File: src/rtl/ov5640_init_sequencer.sv
// OV5640 bring-up controller: drives the power-down/reset pins through the power-up
// timing, then replays a ROM register table to the SCCB engine with NACK retry.
module ov5640_init_sequencer #(
  parameter int TBL_LEN       = 256,
  parameter int PWDN_CYCLES   = 100000,
  parameter int RST_CYCLES    = 100000,
  parameter int SETTLE_CYCLES = 2000000,
  parameter int DELAY_UNIT    = 100000,
  parameter int MAX_RETRY     = 3,
  localparam int AW = (TBL_LEN > 1) ? $clog2(TBL_LEN) : 1
) (
  input  logic          sys_clk,
  input  logic          sys_rst,
  input  logic          setup_start,
  output logic          ov5640_pwdn,
  output logic          ov5640_rstb,
  output logic [AW-1:0] tbl_addr,
  input  logic [23:0]   tbl_data,
  output logic          cmd_valid,
  input  logic          cmd_ready,
  output logic [15:0]   cmd_addr,
  output logic [7:0]    cmd_data,
  input  logic          cmd_done,
  input  logic          cmd_nack,
  output logic          setup_busy,
  output logic          setup_done,
  output logic          setup_fail,
  output logic [AW-1:0] fail_index
);

  localparam logic [3:0] S_IDLE   = 4'd0;
  localparam logic [3:0] S_PWDN   = 4'd1;
  localparam logic [3:0] S_RST    = 4'd2;
  localparam logic [3:0] S_SETTLE = 4'd3;
  localparam logic [3:0] S_FETCH  = 4'd4;
  localparam logic [3:0] S_LOAD   = 4'd5;
  localparam logic [3:0] S_ISSUE  = 4'd6;
  localparam logic [3:0] S_WAIT   = 4'd7;
  localparam logic [3:0] S_DELAY  = 4'd8;
  localparam logic [3:0] S_NEXT   = 4'd9;
  localparam logic [3:0] S_DONE   = 4'd10;
  localparam logic [3:0] S_FAIL   = 4'd11;

  // Phase timers compare against the last cycle so each phase lasts exactly N cycles.
  localparam logic [31:0]   PWDN_LAST   = 32'(PWDN_CYCLES - 1);
  localparam logic [31:0]   RST_LAST    = 32'(RST_CYCLES - 1);
  localparam logic [31:0]   SETTLE_LAST = 32'(SETTLE_CYCLES - 1);
  localparam logic [31:0]   DELAY_LEN   = 32'(DELAY_UNIT);
  localparam logic [7:0]    RETRY_MAX   = 8'(MAX_RETRY);
  localparam logic [AW-1:0] LAST_IDX    = AW'(TBL_LEN - 1);

  logic [3:0]  state;
  logic [31:0] timer;
  logic [7:0]  retry;

  always_ff @(posedge sys_clk) begin
    if (!sys_rst) begin
      state       <= S_IDLE;
      timer       <= '0;
      retry       <= '0;
      ov5640_pwdn <= 1'b1;
      ov5640_rstb <= 1'b0;
      tbl_addr    <= '0;
      cmd_valid   <= 1'b0;
      cmd_addr    <= '0;
      cmd_data    <= '0;
      setup_busy  <= 1'b0;
      setup_done  <= 1'b0;
      setup_fail  <= 1'b0;
      fail_index  <= '0;
    end else begin
      case (state)
        S_IDLE, S_DONE, S_FAIL: begin
          if (setup_start) begin
            state       <= S_PWDN;
            timer       <= '0;
            setup_done  <= 1'b0;
            setup_fail  <= 1'b0;
            setup_busy  <= 1'b1;
            ov5640_pwdn <= 1'b1;
            ov5640_rstb <= 1'b0;
          end
        end
        S_PWDN: begin
          if (timer == PWDN_LAST) begin
            timer       <= '0;
            ov5640_pwdn <= 1'b0;
            state       <= S_RST;
          end else begin
            timer <= timer + 32'd1;
          end
        end
        S_RST: begin
          if (timer == RST_LAST) begin
            timer       <= '0;
            ov5640_rstb <= 1'b1;
            state       <= S_SETTLE;
          end else begin
            timer <= timer + 32'd1;
          end
        end
        S_SETTLE: begin
          if (timer == SETTLE_LAST) begin
            timer    <= '0;
            tbl_addr <= '0;
            state    <= S_FETCH;
          end else begin
            timer <= timer + 32'd1;
          end
        end
        S_FETCH: state <= S_LOAD;
        S_LOAD: begin
          retry <= '0;
          // Address FFFF marks a pause entry; its data byte is the delay in units.
          if (tbl_data[23:8] == 16'hFFFF) begin
            if (tbl_data[7:0] == 8'd0) begin
              state <= S_NEXT;
            end else begin
              timer <= {24'd0, tbl_data[7:0]} * DELAY_LEN;
              state <= S_DELAY;
            end
          end else begin
            cmd_addr  <= tbl_data[23:8];
            cmd_data  <= tbl_data[7:0];
            cmd_valid <= 1'b1;
            state     <= S_ISSUE;
          end
        end
        S_ISSUE: begin
          if (cmd_ready) begin
            cmd_valid <= 1'b0;
            state     <= S_WAIT;
          end
        end
        S_WAIT: begin
          if (cmd_done) begin
            if (!cmd_nack) begin
              state <= S_NEXT;
            end else if (retry < RETRY_MAX) begin
              retry     <= retry + 8'd1;
              cmd_valid <= 1'b1;
              state     <= S_ISSUE;
            end else begin
              fail_index <= tbl_addr;
              setup_fail <= 1'b1;
              setup_busy <= 1'b0;
              state      <= S_FAIL;
            end
          end
        end
        S_DELAY: begin
          if (timer <= 32'd1) state <= S_NEXT;
          else                timer <= timer - 32'd1;
        end
        S_NEXT: begin
          if (tbl_addr == LAST_IDX) begin
            setup_done <= 1'b1;
            setup_busy <= 1'b0;
            state      <= S_DONE;
          end else begin
            tbl_addr <= tbl_addr + 1'b1;
            state    <= S_FETCH;
          end
        end
        default: state <= S_IDLE;
      endcase
    end
  end

endmodule

File: config.mk
export PLATFORM = sky130hd
export DESIGN_NAME = ov5640_init_sequencer
export DESIGN_NICKNAME = d
export VERILOG_FILES = /design/src/rtl/ov5640_init_sequencer.sv
export SDC_FILE = /design/constraint.sdc
export NUM_CORES = 1
export LEC_CHECK = 0
export ABC_CLOCK_PERIOD_IN_PS = 4300
export CORE_MARGIN = 2
export CORE_UTILIZATION = 40
export DETAILED_ROUTE_END_ITERATION = 6
export PLACE_DENSITY = 0.58
export SYNTH_ARGS = -nofsm -noshare
export SYNTH_HDL_FRONTEND = slang
export SYNTH_SLANG_ARGS = --single-unit
export TNS_END_PERCENT = 50
File: constraint.sdc
create_clock -name sys_clk -period 4.3 [get_ports sys_clk]
set_clock_uncertainty 0.15 [all_clocks]
set_input_delay 0.43 -clock sys_clk [delete_from_list [all_inputs] [get_ports sys_clk]]
set_output_delay 0.43 -clock sys_clk [all_outputs]
set_load 0.02 [all_outputs]
## Yosys cells after proc, flatten, opt, wreduce, memory -nomap -nowiden

Cells that the tools add are included.

- Add/subtract/negate cells: 4
- $mul: 1
- Bitwise gates (word level): 2
- Equal/unequal tests: 31
- Reduce and logical (&&, ||, !) cells: 25
- Order comparisons: 2
- Muxes and demuxes: 50

Operators by type and width:

| kind | number |
|---|---|
| $mux 32 | 6 |
| $pmux 32 s5 | 1 |
| $mux 4 | 11 |
| $mux 8 | 5 |
| $pmux 4 s10 | 1 |
| $add 32x1->32 const B | 1 |
| $eq 32x17->1 const B | 1 |
| $eq 32x21->1 const B | 1 |
| $le 32x1->1 const B | 1 |
| $ne 2x2->1 const B | 16 |
| $pmux 8 s2 | 2 |
| $sub 32x1->32 const B | 1 |
| $mul 8x12->20 const B | 1 |
| $mux 1 | 18 |
| $add 8x1->8 const B | 2 |
| $eq 16x16->1 const B | 1 |
| $eq 4x3->1 const B | 4 |
| $eq 4x4->1 const B | 4 |
| $reduce_and 3->1 | 4 |
| $reduce_and 6->1 | 2 |
| $reduce_bool 2->1 | 6 |
| $reduce_and 5->1 | 2 |
| $eq 4x2->1 const B | 2 |
| $eq 8x8->1 const B | 1 |
| 14 further kinds | 21 |

- Output and inout port bits: 46
- Register bits: 90
- Bits of input ports: 30
- Logic and storage cells: 128

## Logic depth before layout (Yosys ltp)

Gate-level depths: netlist (run 1).

- Word-level depth: 5
- Gate-level depth with buffers: 14

## Worst setup path after synthesis (run 1)

No wires, ideal clock.

- Path type: input-to-reg
- Start point: in tbl_data[2]
- End point: reg timer[23]
- Setup time: 0.122 ns
- Data arrival time: 3.677 ns
- Stages on the path: 14
- Path slack: 0.351 ns
- Buffers on the path: 0
- Data required time: 4.028 ns
- Cells stage by stage: ha_1 > ha_1 > inv_1 > fa_1 > inv_1 > fa_1 > ha_1 > nor2b_1 > o2111ai_1 > a31o_2 > o21bai_1 > a41o_1 > xor2_1 > a221o_1

- Word-level cells in the longest chain between the ends: 4
- Elaborated cells between the ends (all ways): 7
- Those cells by class: mul: 1; eq/ne: 1; mux: 3; reduce/logical: 2

RTL lines:

| item | RTL line | text |
|---|---|---|
| from (decl) | 18 | `input logic [23:0] tbl_data,` |
| $mul 8x12->20 | 119 | `timer <= {24'd0, tbl_data[7:0]} * DELAY_LEN;` |
| $mux 32 | 116 | `if (tbl_data[7:0] == 8'd0) begin` |
| $mux 32 | 115 | `if (tbl_data[23:8] == 16'hFFFF) begin` |
| $pmux 32 s5 | 72 | `case (state)` |
| to (signal assigned) | 90 | `timer <= timer + 32'd1;` |
| to (signal assigned) | 108 | `timer <= timer + 32'd1;` |
| to (signal assigned) | 119 |  |
| to (decl) | 53 | `logic [31:0] timer;` |

Parallel ways exist; a longest one is shown, timed or not. The select of a mux whose other input is x is not followed.
A chain may end at the register's enable or synchronous reset.

## Worst setup path after layout (run 1)

Ends and elaborated chain as after synthesis.

==> results by group, run 1 <==
Power and ir drop
  • Switching pwr: a little over 0.002 W
  • Lkg Pwr: 3.29 nW
  • Part of the power in registers: between 20% and 30%
  • Maximum vdd drop: between 0.2 and 0.3 mV
  • Pwr Density: 511 nW/µm²
  • Total power: ~0.0043 W
  • Cell Int Power: 0.00232 W
  • Sw frac: a little under half
  • Power share of the clock group: a little under a fifth
  • Share of total power in combinational logic: 58.1%

Yosys
  • Compound-Gate Fraction of Synth Area: between 20% and 30%
  • Syn_nets: 978
  • Most used flip-flop cell after synthesis: dfxtp_1
  • Largest family of logic cells by synthesized area: simple AND/OR/NAND/NOR gates
  • Mux cell area share after synthesis: 2.03%
  • Yosys top cell by area: dfxtp_1
  • Mapped Avg Cell Area: about 8 µm²
  • Post-synth top area share: 26.1%
  • Post-synthesis simple-gate area fraction: 24.9%
  • Post-Synthesis Cell Area: slightly below 7000 µm²
  • Synth cell types: 76
  • Post-synth EDFFs: 0
  • Synth async-reset ratio: 0%
  • Area contributors post-synth: dfxtp_1 (26%), ha_1 (11%), nand2_1 (5.4%), nor2_1 (4.2%), a21oi_1 (3.9%)
  • Commonest cells post-synth: nand2_1 (100), dfxtp_1 (90), nor2_1 (77)
  • Yosys reg bits: 90
  • Post-synthesis sequential area ratio: between 20% and 30%
  • YS warnings: 0
  • Syn Inst Count: 874
  • Synth Area in XOR/XNOR: under 10%
  • Most numerous cell in the Yosys netlist: nand2_1
  • Post-Synth Adder-Cell Area: between 10% and 20%

Setup path
  • Worst-path maximum fanout: 3
  • CP Data Required Time: roughly 4.4 ns
  • CP Capture Type: flip-flop
  • CP arrival: 4.19 ns
  • Critical-path cell list: clkdlybuf4s50_1 > ha_1 > ha_1 > inv_1 > fa_1 > inv_1 > fa_1 > ha_4 > nor2b_2 > o2111ai_2 > a31o_2 > o21bai_2 > a41o_1 > xor2_1 > a221o_1
  • Crit-path max cell delay: approximately 0.58 ns
  • WS Path Type: in -> reg
  • Critical Path Slowest Stage Cell: fa_1
  • Critical path buffer and inverter count: 3
  • CP Launch Type: input pin
  • Cell family with most CP delay: adder cells

Worst hold path
  • Hold crit path type: reg -> reg

Layout
  • Nets: about 1.1k
  • Fraction of layout cells with a size suffix above 1: between 10 and 15%
  • Area grow syn2layout: 23.1%
  • Antenna cells: 0
  • Cell area after layout: approximately 8500 µm²

Routing
  • First-pass DRT Iterations: 5
  • # DRC: 0
  • DR iter-0 viols: between 400 and 500
  • Post-route ant nets: 0
  • Routed vias/inst: 5.73
  • Post-Route WL: ~20000 µm
  • DR WL/cell: about 17 µm
  • Via count: just under 7k

Clock tree
  • Htree depth: 3
  • Post-CTS Setup Repair Bufs: 0
  • CTS tree: done
  • Maximum clock insertion buffer count: 2
  • Clk pin slew, worst setup/hold paths: ~0.070 ns
  • Hold Buf Count CTS: 0
  • Root buf cell: clkbuf_16
  • Sinks on Clock Net: 90
  • TritonCTS buffer count: 9
  • Later-pin clock latency in the skew report: approximately 0.36 ns

STA
  • Slew HR: between 20% and 30%
  • Hold slack: about 0.3 ns
  • Final worst-path cycle share: ~95%
  • TNS Setup: 0 ns
  • Final hold violation count: 0
  • Final setup fails: 0
  • FMAX: 244 MHz
  • Pins Over Slew Limit: 0
  • Worst-Margin Slew: 1.07 ns
  • RSZ-0062 raised after global routing: false
  • Tmin final: around 4.1 ns

Run status
  • Status: finished, final reports clean

Floorplanning
  • Die extent in x: 135 µm
  • Top-Level Pins: 76
  • Die Span Y: around 140 µm
  • Die footprint: between 15000 and 20000 µm²
  • Area of the core: 17100 µm²
  • Num rows: 48
  • Initial Util: between 40 and 50%

Global route
  • First-pass GRT wire length: approximately 33000 µm
  • GRT overflow: 0
  • Vias in the first global route: about 6.3k
  • Largest net degree at the start of global routing: 30
  • Initial antenna violation count: 0
  • Total GRT Usage: between 20% and 30%

Placed design
  • Gpl congestion: 0.887
  • Post-DP HPWL: around 15000 µm
  • Cell Area, Placed: between 8000 and 9000 µm²
  • PortBufs: 75

Job
  • # Max-Cap Violations: 0
[worst register-to-register path, stage by stage (launching register included)]
cell	delay (ns)
dfxtp_1	0.60
or4b_2	0.62
nor3_1	0.32
a41oi_2	0.25
a21o_1	0.49
a2111oi_4	0.56
o2111ai_1	0.20
o211a_1	0.16
[cell usage in the layout, fill, tap and decap left out, types with 4 or more instances in the layout]
master,Yosys,routed
nand2_1,100,100
a21oi_1,54,54
xor2_1,17,17
inv_6,0,4
a22oi_1,7,7
o22ai_1,6,6
fa_1,12,12
a21boi_0,13,13
nand2b_1,5,5
a221oi_1,4,4
nor3_1,32,31
or2_2,4,4
nor4_1,13,13
or4_1,6,6
o211ai_1,8,8
o221ai_1,7,7
ha_1,62,61
nand4_1,20,20
and3_1,14,14
dfxtp_1,90,90
clkbuf_16,0,9
inv_1,32,32
o21ai_0,42,41
clkdlybuf4s50_1,0,74
xnor2_1,17,17
and4_1,6,6
nand3_1,33,33
mux2i_1,14,14
a211oi_1,7,6
nor2b_1,9,8
a31oi_1,12,12
a21o_1,8,8
buf_4,0,62
o31ai_1,4,4
nand3b_1,4,4
a22o_1,4,4
or3_1,7,7
nor2_1,77,76
[final cells by class]
cell class | count | area [µm²]
fill | 1731 | 8610
clock buffer | 10 | 229
multi-input combinational | 691 | 4800
inverter | 33 | 124
timing repair buffer | 137 | 1220
tap | 225 | 282
clock inverter | 6 | 55.1
sequential | 90 | 1800
[repair_timing]
item | CTS | global route
setup endpoints to repair | 0 | 5
gates resized for setup | 0 | 9
endpoints found under the hold margin | 0 | 0
[cells by family after synthesis]
logic type | count (synthesis)
AND/OR/NAND/NOR | 344
buffers and inverters | 93
multiplexers | 14
AO/OA/AOI/OAI | 224
adder cells (fa/ha/maj) | 75
flip-flops | 90
XOR/XNOR | 34
[flip-flops by register name, summed over array words and instances (netlist names)]
register	flops
cmd_data	8
timer	32
cmd_valid	1
setup_busy	1
state	4
cmd_addr	16
ov5640_pwdn	1
tbl_addr	8
setup_fail	1
setup_done	1
fail_index	8
retry	8
ov5640_rstb	1
[through the flow]
stage | utilization, % | setup slack, ns | cells
2_1_floorplan | - | 0.351 | 874
3_3_place_gp | 47.8 | -0.267 | 1176
3_5_place_dp | 47.8 | -0.333 | 1176
4_1_cts | 49.5 | 0.0321 | 1192
5_1_grt | 49.7 | 0.0135 | 1192
6_report | 49.7 | 0.203 | 1192
[worst paths after layout]
kind,startpoint,to,slack (ns),cells past startpoint
worst max register to register,timer[7],state[3],0.84,7
worst min register to register,retry[2],retry[2],0.29,2
worst min-delay path,retry[2],retry[2],0.29,2
worst max-delay path,tbl_data[2],timer[23],0.20,15
[power by group through the flow]
stage | sequential, W | combinational, W | clock (W)
finish | 0.00103 | 0.00253 | 0.000790
global route | 0.00105 | 0.00278 | 0.000841
CTS | 0.00103 | 0.00248 | 0.000807
detailed placement | 0.00105 | 0.00246 | 0
global placement | 0.00105 | 0.00247 | 0
floorplan | 0.000967 | 0.00180 | 0
[metal layers]
layer  vias to the layer above  track usage, %  wire [µm]
met1                      3223            31.8       9500
met4                         0            5.84        325
met3                        24            3.14       1030
met5                         -               0          0
met2                       198            35.5       9340
li1                       3391               -          -
Power figures use the tool's default switching activity.
==> run 2: changes to the inputs <==
--- a/config.mk
+++ b/config.mk
@@ -5,11 +5,12 @@
 export SDC_FILE = /design/constraint.sdc
 export NUM_CORES = 1
 export LEC_CHECK = 0
-export ABC_CLOCK_PERIOD_IN_PS = 4300
+export ABC_CLOCK_PERIOD_IN_PS = 4940
 export CORE_MARGIN = 2
 export CORE_UTILIZATION = 40
 export DETAILED_ROUTE_END_ITERATION = 6
 export PLACE_DENSITY = 0.58
+export SKIP_CTS_REPAIR_TIMING = 1
 export SYNTH_ARGS = -nofsm -noshare
 export SYNTH_HDL_FRONTEND = slang
 export SYNTH_SLANG_ARGS = --single-unit
==> constraint.sdc (replaced) <==
create_clock -name sys_clk -period 4.94 [get_ports sys_clk]
set_clock_uncertainty 0.15 [all_clocks]
set_input_delay 0.494 -clock sys_clk [delete_from_list [all_inputs] [get_ports sys_clk]]
set_output_delay 0.494 -clock sys_clk [all_outputs]
set_load 0.1 [all_outputs]
==> run 2 against run 1 <==
  * Sequential share of layout area grew 0.77 points
  * Clock power about the same
  * Critical path depth did not move
  * Cell count down 3.4%
  * Count of clock-buffer cells in the layout stayed put
  * Highest routed layer unchanged
==> results by group, run 2 (synthesis gave the netlist of run 1 again) <==
Run status
  • Status: finished, final reports clean

Layout
  • Cell area after layout: 8210 µm² (-3.5%)
  • Fin cells: 1151 (-3.4%)
  • Nets: 1025 (-3.8%)
  • Area grow syn2layout: 18.8%
  • Most common cell after layout, fill and taps aside: nand2_1
  • Fill cell count: 1732 (+0.058%)
  • Final core occ: 48.0% (-1.7 points)
  • Commonest cells after routing, fill and taps aside: nand2_1 (100), dfxtp_1 (90), nor2_1 (76)
  • Largest regs: timer: 32 flops, cmd_addr: 16 flops
  • Max reg flops: 32 (unchanged)
  • Fraction of layout cells with a size suffix above 1: 6.91% (-4.5 points)
  • Top reg by flops: timer
  • Antenna cells: 0 (unchanged)

Clock tree
  • Sinks on Clock Net: 90 (unchanged)
  • Maximum clock insertion buffer count: 2 (unchanged)
  • Htree depth: 3 (unchanged)
  • Root buf cell: clkbuf_16
  • Clk pin slew, worst setup/hold paths: 0.07 ns (about the same)
  • TritonCTS buffer count: 9 (unchanged)
  • CTS tree: done
  • Later-pin clock latency in the skew report: 0.36 ns (about the same)

Floorplanning
  • Area of the core: 17100 µm² (unchanged)
  • Initial Util: 40.4% (unchanged)
  • Die extent in x: 135 µm (unchanged)
  • Die footprint: 18300 µm² (unchanged)
  • Num rows: 48 (unchanged)
  • Top-Level Pins: 76 (unchanged)
  • Die Span Y: 135 µm (unchanged)

STA
  • Worst-Margin Slew: 1.04 ns (-0.0251 ns)
  • RSZ-0062 raised after global routing: false
  • TNS Setup: 0 ns (unchanged)
  • FMAX: approximately 230 MHz
  • Final hold violation count: 0 (unchanged)
  • Worst setup margin: 0.533 ns (+0.330 ns)
  • Final worst-path cycle share: slightly below 90%
  • Final setup fails: 0 (unchanged)
  • Tmin final: 4.41 ns
  • Slew HR: 30.6% (+1.9 points)
  • Pins Over Slew Limit: 0 (unchanged)

Power and ir drop
  • Cell Int Power: 0.00204 W (-12%)
  • Power share of the clock group: 20.6% (+2.4 points)
  • Share of total power in combinational logic: 55.7% (-2.4 points)
  • Sw frac: 46.9% (+0.24 points)
  • Pwr Density: 467 nW/µm² (-8.7%)
  • Maximum vdd drop: 0.219 mV (-21%)
  • Switching pwr: 0.00180 W (-11%)
  • Lkg Pwr: 3.08 nW (-6.2%)
  • Part of the power in registers: 23.7% (about the same)

Routing
  • Via count: 6655 (-2.6%)
  • Post-route ant nets: 0 (unchanged)
  • DR iter-0 viols: 463 (-6.1%)
  • Routed vias/inst: 5.78 (+0.82%)
  • DR WL/cell: 17.7 µm (+4.2%)
  • First-pass DRT Iterations: 5 (unchanged)
  • Post-Route WL: 20300 µm (+0.61%)
  • # DRC: 0 (unchanged)

Setup path
  • CP arrival: 4.55 ns (+0.36 ns)
  • Crit-path max cell delay: 0.50 ns (-0.08 ns)
  • Worst R2R Path Depth: 7 (unchanged)
  • Cell family with most CP delay: adder cells
  • CP Capture Type: flip-flop
  • CP Data Required Time: 5.08 ns (+0.69 ns)
  • Worst-path maximum fanout: 5 (+2)
  • Critical Path Slowest Stage Cell: clkdlybuf4s50_1
  • Critical path buffer and inverter count: 3 (unchanged)
  • WS Path Type: in -> reg
  • Critical-path cell list: clkdlybuf4s50_1 > ha_1 > inv_1 > fa_1 > inv_1 > fa_1 > ha_1 > ha_1 > nand3_1 > o2111ai_1 > a21oi_1 > o211ai_1 > a211oi_1 > or4_1 > a31oi_1
  • CP most frequent cell: ha_1
  • WP depth: 15 (unchanged)
  • CP Launch Type: input pin

Placed design
  • Gpl congestion: 0.873 (-1.6%)
  • Post-DP HPWL: 14800 µm (-1.6%)
  • Cell Area, Placed: 7880 µm² (-3.8%)
  • Cell total after placement: 1135 (-3.5%)
  • Pre-CTS setup slack: 0.182 ns (+0.515 ns)
  • PortBufs: 75 (unchanged)

Global route
  • GRT overflow: 0 (unchanged)
  • Largest net degree at the start of global routing: 38 (+27%)
  • Vias in the first global route: 6414 (+2.4%)
  • Initial antenna violation count: 0 (unchanged)
  • First-pass GRT wire length: 33300 µm (+1.4%)
  • Total GRT Usage: 22.8% (+0.51 points)

Worst hold path
  • Hold path cells: 2 (unchanged)
  • Hold crit path type: reg -> reg

Job
  • # Max-Cap Violations: 0 (unchanged)
==> run 2: path summary, 6_finish.rpt <==
path / startpoint / end / slack, ns
setup / recovery: tbl_data[4] / timer[22] / 0.53
hold / removal: retry[2] / retry[2] / 0.28
setup reg to reg: timer[7] / timer[28] / 1.28
hold reg to reg: retry[2] / retry[2] / 0.28
==> run 2: metrics by stage <==
step                      power, W  hold slack [ns]
after floorplan            0.00246            0.264
after global placement     0.00302            0.272
after detailed placement   0.00302            0.276
after CTS                  0.00382            0.287
after global routing       0.00412            0.316
final                      0.00383            0.285
==> run 2: per-layer routing <==
layer / wire [µm] / global-route usage, % / part of all wire (%)
met3: 887 / 3.70 / 4.4
met1: 9630 / 31.0 / 47
met2: 9460 / 37.3 / 47
met4: 340 / 6.89 / 1.7
met5: 0 / 0 / 0
==> run 2: layout make-up <==
| type | instances | area, µm² | share of cell area [%] |
|---|---|---|---|
| clock inverter | 6 | 95.1 | 1.16 |
| sequential | 90 | 1800 | 21.9 |
| tap | 225 | 282 | 3.43 |
| multi-input combinational | 691 | 4760 | 58.0 |
| inverter | 33 | 124 | 1.51 |
| clock buffer | 10 | 239 | 2.91 |
| timing repair buffer | 96 | 908 | 11.1 |
==> run 2: worst reg2reg max path, stage by stage, from the launching register on <==
cell     delay (ns)
dfxtp_1        0.44
nor3_1         0.63
nand4_1        0.34
nor4b_2        0.62
a211o_1        0.71
nor2_1         0.26
a21o_1         0.25
a22o_1         0.17
==> run 2: power by group through the flow <==
| stage | Combinational (W) | Clock [W] | Sequential, W |
|---|---|---|---|
| floorplan | 0.00157 | 0 | 0.000893 |
| global placement | 0.00210 | 0 | 0.000920 |
| detailed placement | 0.00210 | 0 | 0.000919 |
| CTS | 0.00211 | 0.000808 | 0.000903 |
| global route | 0.00236 | 0.000830 | 0.000922 |
| finish | 0.00214 | 0.000790 | 0.000907 |
==> run 3: changes to the inputs <==
--- a/config.mk
+++ b/config.mk
@@ -8,6 +8,7 @@
 export ABC_CLOCK_PERIOD_IN_PS = 4940
 export CORE_MARGIN = 2
 export CORE_UTILIZATION = 40
+export CTS_BUF_LIST = sky130_fd_sc_hd__clkbuf_8
 export DETAILED_ROUTE_END_ITERATION = 6
 export PLACE_DENSITY = 0.58
 export SKIP_CTS_REPAIR_TIMING = 1
==> run 3 against run 2 <==
  * Routed wire length down 0.39%
  * Combinational power about the same
  * Register-to-register slack better by 0.02 ns
  * Flip-flop and latch count unchanged
  * Critical path depth unchanged
  * Non-clock buffer count unchanged
  * Sequential share of layout area up 0.27 points
  * Highest routed layer unchanged
==> results by group, run 3 (synthesis gave the netlist of run 1 again) <==
Setup path
  • CP arrival: 4.51 ns (-0.04 ns)
  • WS Path Type: in -> reg
  • CP Data Required Time: 5.07 ns (about the same)
  • CP most frequent cell: ha_1
  • Crit-path max cell delay: 0.57 ns (+0.07 ns)
  • CP Launch Type: input pin
  • Critical-path cell list: clkdlybuf4s50_1 > ha_1 > ha_1 > inv_1 > fa_1 > inv_1 > fa_1 > ha_1 > nor2b_1 > o2111ai_1 > a31o_2 > o21bai_1 > a41o_1 > xor2_1 > a221o_1
  • CP Capture Type: flip-flop
  • Critical Path Slowest Stage Cell: clkdlybuf4s50_1
  • Worst R2R Path Depth: 7 (unchanged)
  • Worst-path maximum fanout: 5 (unchanged)

STA
  • Slew HR: 31.1% (+0.53 points)
  • FMAX: 229 MHz (+0.71%)
  • RSZ-0062 raised after global routing: false
  • Pins Over Slew Limit: 0 (unchanged)
  • Final setup fails: 0 (unchanged)
  • Final worst-path cycle share: 88.6% (-0.63 points)
  • Worst-Margin Slew: 1.03 ns (-0.00801 ns)
  • TNS Setup: 0 ns (unchanged)
  • Tmin final: 4.38 ns (-0.0311 ns)
  • Final hold violation count: 0 (unchanged)

Routing
  • Post-Route WL: 20200 µm (-0.39%)
  • Via count: 6630 (-0.38%)
  • Routed vias/inst: 5.76 (-0.38%)
  • # DRC: 0 (unchanged)
  • DR iter-0 viols: 499 (+7.8%)
  • First-pass DRT Iterations: 5 (unchanged)
  • Post-route ant nets: 0 (unchanged)
  • DR WL/cell: 17.6 µm (-0.39%)

Job
  • # Max-Cap Violations: 0 (unchanged)

Floorplanning
  • Area of the core: 17100 µm² (unchanged)
  • Die Span Y: 135 µm (unchanged)
  • Die footprint: 18300 µm² (unchanged)
  • Top-Level Pins: 76 (unchanged)
  • Initial Util: 40.4% (unchanged)
  • Die extent in x: 135 µm (unchanged)
  • Num rows: 48 (unchanged)

Worst hold path
  • Hold crit path type: reg -> reg
  • Hold path cells: 2 (unchanged)

Placed design
  • PortBufs: 75 (unchanged)
  • Gpl congestion: 0.873 (unchanged)
  • Cell total after placement: 1135 (unchanged)
  • Post-DP HPWL: 14800 µm (unchanged)

Layout
  • Top reg by flops: timer
  • Most common cell after layout, fill and taps aside: nand2_1
  • Max reg flops: 32 (unchanged)
  • Commonest cells after routing, fill and taps aside: nand2_1 (100), dfxtp_1 (90), nor2_1 (76)
  • Fin cells: 1151 (unchanged)
  • Fraction of layout cells with a size suffix above 1: 6.91% (unchanged)
  • Nets: 1025 (unchanged)
  • Antenna cells: 0 (unchanged)
  • Area grow syn2layout: 17.3%
  • Largest regs: timer: 32 flops, cmd_addr: 16 flops

Clock tree
  • Later-pin clock latency in the skew report: 0.38 ns (+0.02 ns)
  • Root buf cell: clkbuf_8
  • Clk pin slew, worst setup/hold paths: 0.10 ns (+0.03 ns)
  • TritonCTS buffer count: 9 (unchanged)
  • Htree depth: 3 (unchanged)
  • CTS tree: done
  • Maximum clock insertion buffer count: 2 (unchanged)
  • Sinks on Clock Net: 90 (unchanged)

Power and ir drop
  • Maximum vdd drop: 0.223 mV (+1.6%)
  • Pwr Density: 449 nW/µm² (-3.8%)
  • Lkg Pwr: 3.04 nW (-1.5%)

Global route
  • Total GRT Usage: 22.6% (-0.25 points)
  • Initial antenna violation count: 0 (unchanged)
  • Largest net degree at the start of global routing: 38 (unchanged)
  • Vias in the first global route: 6389 (-0.39%)
  • First-pass GRT wire length: 33100 µm (-0.54%)
  • GRT overflow: 0 (unchanged)

Run status
  • Status: finished, final reports clean
## run 3: cell types whose count changed in the layout (fill, tap and decap cells not counted)
cell       before  now
clkbuf_16       9    0
clkbuf_8        1   10
## run 3: area by class of cell
type / count / area, µm²
clock buffer: 10 / 138
clock inverter: 6 / 95.1
fill: 1753 / 9010
inverter: 33 / 124
multi-input combinational: 691 / 4760
sequential: 90 / 1800
tap: 225 / 282
timing repair buffer: 96 / 908
## run 3: metal layers
metal  GRT usage [%]  wire length [µm]  up-vias
met1            31.2              9570     3114
met4            6.54               327        0
li1                -                 -     3301
met5               0                 0        -
met2            37.0              9390      189
met3            2.81               957       26
## run 3: final timing paths
path / end / slack [ns] / start
setup / recovery: timer[23] / 0.56 / tbl_data[4]
hold / removal: retry[2] / 0.29 / retry[2]
hold reg to reg: retry[2] / 0.29 / retry[2]
setup reg to reg: timer[28] / 1.30 / timer[7]
## run 3: worst max-delay path: cells and delay by family
kind,cells,cell delay [ns]
fa+ha+maj,5,1.91
compound gates,5,1.12
simple gates,1,0.17
buf+inv,3,0.68
xor+xnor,1,0.14
## run 3: metrics by stage
stage / hold WS (ns) / worst slack [ns] / area (µm²) / power, W / utilization (%)
after floorplan: 0.264 / 0.927 / 6910 / 0.00246 / -
after global placement: 0.272 / 0.213 / 7880 / 0.00302 / 46.0
after detailed placement: 0.276 / 0.182 / 7880 / 0.00302 / 46.0
after CTS: 0.291 / 0.575 / 8110 / 0.00364 / 47.4
after global routing: 0.320 / 0.327 / 8110 / 0.00393 / 47.4
final: 0.290 / 0.564 / 8110 / 0.00364 / 47.4
## run 3: power by group
group          internal [W]  total [W]  switching, W
clock network      0.000304   0.000606      0.000302
logic              0.000791    0.00213       0.00134
registers          0.000781   0.000907      0.000126
